===== config.mk =====
export PLATFORM = sky130hd
export DESIGN_NAME = adder16_seq
export DESIGN_NICKNAME = d
export VERILOG_FILES = /design/src/rtl/adder16_seq.sv
export SDC_FILE = /design/constraint.sdc
export NUM_CORES = 1
export LEC_CHECK = 0
export CAP_MARGIN = 15
export CORE_MARGIN = 10
export CORE_UTILIZATION = 40
export CTS_CLUSTER_DIAMETER = 150
export CTS_CLUSTER_SIZE = 30
export DETAILED_ROUTE_END_ITERATION = 8
export PLACE_DENSITY = 0.65
export SYNTH_ARGS = -nofsm -noshare
export SYNTH_HDL_FRONTEND = slang
export SYNTH_SLANG_ARGS = --single-unit

===== constraint.sdc =====
create_clock -name clk -period 5.2 [get_ports clk]
set_input_delay 1.04 -clock clk [delete_from_list [all_inputs] [get_ports clk]]
set_output_delay 1.04 -clock clk [all_outputs]
set_load 0.005 [all_outputs]

===== src/rtl/adder16_seq.sv =====
// Sequential 16-bit add/subtract unit: one shared 4-bit ripple slice processes
// one nibble per clock, LSB first, then reports overflow/sign/zero flags.
module adder16_seq (
  input  logic        clk,
  input  logic        rst,
  input  logic        start,
  input  logic [1:0]  op,
  input  logic [15:0] a,
  input  logic [15:0] b,
  output logic        busy,
  output logic        done,
  output logic [15:0] result,
  output logic        of,
  output logic        sf,
  output logic        zf,
  output logic [1:0]  state_dbg
);

  typedef enum logic [1:0] {
    IDLE = 2'd0,
    CALC = 2'd1,
    DONE = 2'd2
  } state_t;

  state_t      state;
  state_t      state_next;
  logic [1:0]  cnt;
  logic        carry;
  logic [15:0] a_q;
  logic [15:0] b_q;
  logic [1:0]  op_q;

  // op[1] selects subtract, op[0] selects the logical (unsigned) overflow rule.
  logic        sub;
  logic        logical;
  logic [3:0]  x_nib;
  logic [3:0]  y_nib;
  logic [3:0]  sum_nib;
  logic [4:0]  c;
  logic [15:0] result_next;

  assign sub     = op_q[1];
  assign logical = op_q[0];

  always_comb begin
    x_nib       = a_q[{cnt, 2'b00} +: 4];
    y_nib       = sub ? ~b_q[{cnt, 2'b00} +: 4] : b_q[{cnt, 2'b00} +: 4];
    c           = 5'd0;
    sum_nib     = 4'd0;
    c[0]        = (cnt == 2'd0) ? sub : carry;
    for (int i = 0; i < 4; i++) begin
      sum_nib[i] = x_nib[i] ^ y_nib[i] ^ c[i];
      c[i+1]     = (x_nib[i] & y_nib[i]) | (c[i] & (x_nib[i] ^ y_nib[i]));
    end
    result_next = result;
    result_next[{cnt, 2'b00} +: 4] = sum_nib;
  end

  always_comb begin
    state_next = state;
    case (state)
      IDLE:    if (start) state_next = CALC;
      CALC:    if (cnt == 2'd3) state_next = DONE;
      DONE:    state_next = IDLE;
      default: state_next = IDLE;
    endcase
  end

  always_ff @(posedge clk or posedge rst) begin
    if (rst) begin
      state  <= IDLE;
      cnt    <= 2'd0;
      carry  <= 1'b0;
      a_q    <= 16'd0;
      b_q    <= 16'd0;
      op_q   <= 2'd0;
      result <= 16'd0;
      of     <= 1'b0;
      sf     <= 1'b0;
      zf     <= 1'b0;
    end else begin
      state <= state_next;
      case (state)
        IDLE: begin
          if (start) begin
            a_q   <= a;
            b_q   <= b;
            op_q  <= op;
            carry <= 1'b0;
            cnt   <= 2'd0;
          end
        end
        CALC: begin
          result <= result_next;
          carry  <= c[4];
          cnt    <= cnt + 2'd1;
          if (cnt == 2'd3) begin
            sf <= result_next[15];
            zf <= (result_next == 16'd0);
            // c[3] is the carry into bit 15, c[4] the carry out of it.
            of <= logical ? (sub ? ~c[4] : c[4]) : (c[3] ^ c[4]);
          end
        end
        default: ;
      endcase
    end
  end

  assign busy      = (state != IDLE);
  assign done      = (state == DONE);
  assign state_dbg = state;

endmodule


==> metrics.yaml <==
drc_errors: 0
synth_seq_cells: 58
clock_latency_ns: 0.34
postRouteAntennaNets: 0
layout_min_cycle_time_ns: 4.01
cts_buffer_depth: 2
ir_drop_uv: 359
critical-path-max-stage-delay_ns: 0.71
p_leak_nw: 1.52
cp_cell_sequence: "mux4_2, xor2_1, fa_1, inv_1, fa_1, fa_1, fa_1, and4b_1, o22ai_1, nor4_1, a32o_1"
crit_fanout: 12
setup_ws_ns: 1.19
synth-async-reset-ratio_pct: 100
first_global_vias: 2032
die_w_microns: 104
multiInputGateArea_sq_um: 1260
cts_tree: "yes"
power.density_nw_per_um2: 723
power.switching_mw: 1.06
pin_count: 60
final_common_cell: "clkdlybuf4s50_1"
drive_gt1_share_pct: 22.4
p_clk_share_pct: 15.0
r2r_cells: 11
cp_data_required_time_ns: 5.47
crit_top_cell: "fa_1"
fillCellCount: 597
crit_family: "adder cells"
critPathLaunchType: "flip-flop"
numCtsBuffers: 9
seq_power_share_pct: 30.4
ys_warn_count: 0
grt_first_pass_wirelength_mm: 10.1
use_met3_pct: 5.20
setup_tns_ns: 0
area_growth_pct: 31.0
final_util_pct: 53.9
tightest_slew_ns: 0.997
synth_ff_type: "dfrtp_1"
antenna_found_initial: 0
crit_type: "reg2reg"
preCtsSetupSlack_ns: 1.20
die_h_microns: 104
synth_edf_count: 0
holdPathEnd: "b_q[2]"
final_area_sq_um: 3660
grt.busiest_layer: "met2"
hp-class: "reg2reg"
grt_use_met1_pct: 13.9
most-common-layout-cells: "clkdlybuf4s50_1 (59), dfrtp_1 (58), mux2_2 (35)"
timing.rr.end: "zf"
grt-ovfl-total: 0
rsz0062_at_grt: "no"
cts_max_level: 3
end_kind: "flip-flop"
grt_max_degree: 59
slew_headroom_pct: 33.4
synthCells: 222
port_buffers: 59
met2_usage_pct: 17.5
worst_ep_arrival_time_ns: 4.28
nets: 332
firstDrtPassIters: 4
cts-resized-gates: 0
syn_nets: 269
r2r_start: "cnt[1]"
seq_area_sq_um: 1450
place_area_sq_um: 3480
skew_ns: 0.00788
dr.first_iter.drc_count: 50
initial_core_util_pct: 41.2
finalHoldViolations: 0
p_int_mw: 1.59
wl_per_cell_microns: 15.7
min_period_over_period_pct: 77.0
diodes: 0
gp_congestion: 0.828
rows: 30
max_freq_mhz: 250
grtUsageTotal_pct: 11.5
swShare_pct: 40.2
hold_start: "b_q[2]"
whs_path_depth: 1
rrSetupSlack_ns: 1.19
p_comb_share_pct: 54.6
slew_violations: 0
routed_wl_mm: 6.06
ys_types: 37
dieArea_sq_um: 10700
critPathSlowestCell: "dfrtp_1"
post-cts-setup-buffers: 0
cts_root_buffer: "clkbuf_8"
via_per_inst: 4.98
dp_hpwl_mm: 4.45
crit_buf_inv: 1
syn_area_sq_um: 2800
drv_cap: 0
clk_pin_slew_ns: 0.07
cts.sinks: 58
hold_buffers: 0
outcome: "complete, no violations"
syn_avg_cell_area_sq_um: 12.6
ys_seq_area_share_pct: 51.9
finalSetupViolations: 0
core_sq_um: 6790
dr_total_vias: 1923
## state kept, by name (all words and copies together) (netlist names)
signal	flops
zf	1
of	1
b_q	16
carry	1
op_q	2
state_dbg	2
result	16
a_q	16
sf	1
cnt	2
## per-layer routing
layer | vias up | part of all wire, %
met5 | - | 0
met2 | 52 | 46
met1 | 947 | 46
met3 | 9 | 6.8
met4 | 0 | 1.0
li1 | 915 | -
## cell usage after synthesis, types with 3 or more instances
| library cell | n | area share [%] |
|---|---|---|
| ha_1 | 6 | 2.7 |
| nand2_1 | 27 | 3.6 |
| clkbuf_1 | 3 | 0.40 |
| fa_1 | 4 | 2.9 |
| o22ai_1 | 4 | 0.89 |
| nor3_1 | 3 | 0.54 |
| xnor2_1 | 4 | 1.3 |
| mux4_2 | 8 | 6.4 |
| o31ai_1 | 4 | 1.1 |
| buf_4 | 3 | 0.80 |
| nor4_1 | 3 | 0.67 |
| inv_1 | 12 | 1.6 |
| o21ai_0 | 17 | 3.0 |
| nor2b_1 | 4 | 0.89 |
| dfrtp_1 | 58 | 52 |
| buf_2 | 3 | 0.54 |
| mux2_2 | 35 | 14 |
## worst max-delay path by stage
stage / from / endpoint / slack, ns / cells after the start
after floorplan: cnt[1] / zf / 1.42 / 12
after CTS: cnt[1] / zf / 1.18 / 11
after global routing: cnt[1] / zf / 0.91 / 11
final: cnt[1] / zf / 1.19 / 11
after detailed placement: cnt[1] / zf / 1.20 / 11
after global placement: cnt[1] / zf / 1.31 / 11
## power by group through the flow
stage | registers [mW] | logic [mW] | clock network [mW]
floorplan | 0.748 | 1.06 | 0
global placement | 0.812 | 1.44 | 0
detailed placement | 0.820 | 1.45 | 0
CTS | 0.811 | 1.45 | 0.407
global route | 0.841 | 1.61 | 0.426
finish | 0.805 | 1.45 | 0.398
## kinds of logic after synthesis
kind of cell    after synthesis  share of synthesized area, %
simple gates                 53                          9.97
flops                        58                          51.9
compound gates               31                          6.80
xor+xnor                      5                          1.57
buf+inv                      21                          3.35
fa+ha+maj                    10                          5.55
mux                          44                          20.9
## stage by stage
stage,hold WS (ns),total power [mW],instances
after floorplan,0.473,1.81,222
after global placement,0.481,2.25,370
after detailed placement,0.489,2.27,370
after CTS,0.503,2.67,386
after global routing,0.533,2.88,386
final,0.504,2.65,386
## layout make-up
class | count | area share (%)
multi-input combinational | 143 | 34.3
clock buffer | 10 | 3.48
timing repair buffer | 61 | 16.5
tap | 96 | 3.28
sequential | 58 | 39.6
inverter | 12 | 1.23
clock inverter | 6 | 1.57
No activity file was read; power rests on OpenSTA's default activity.
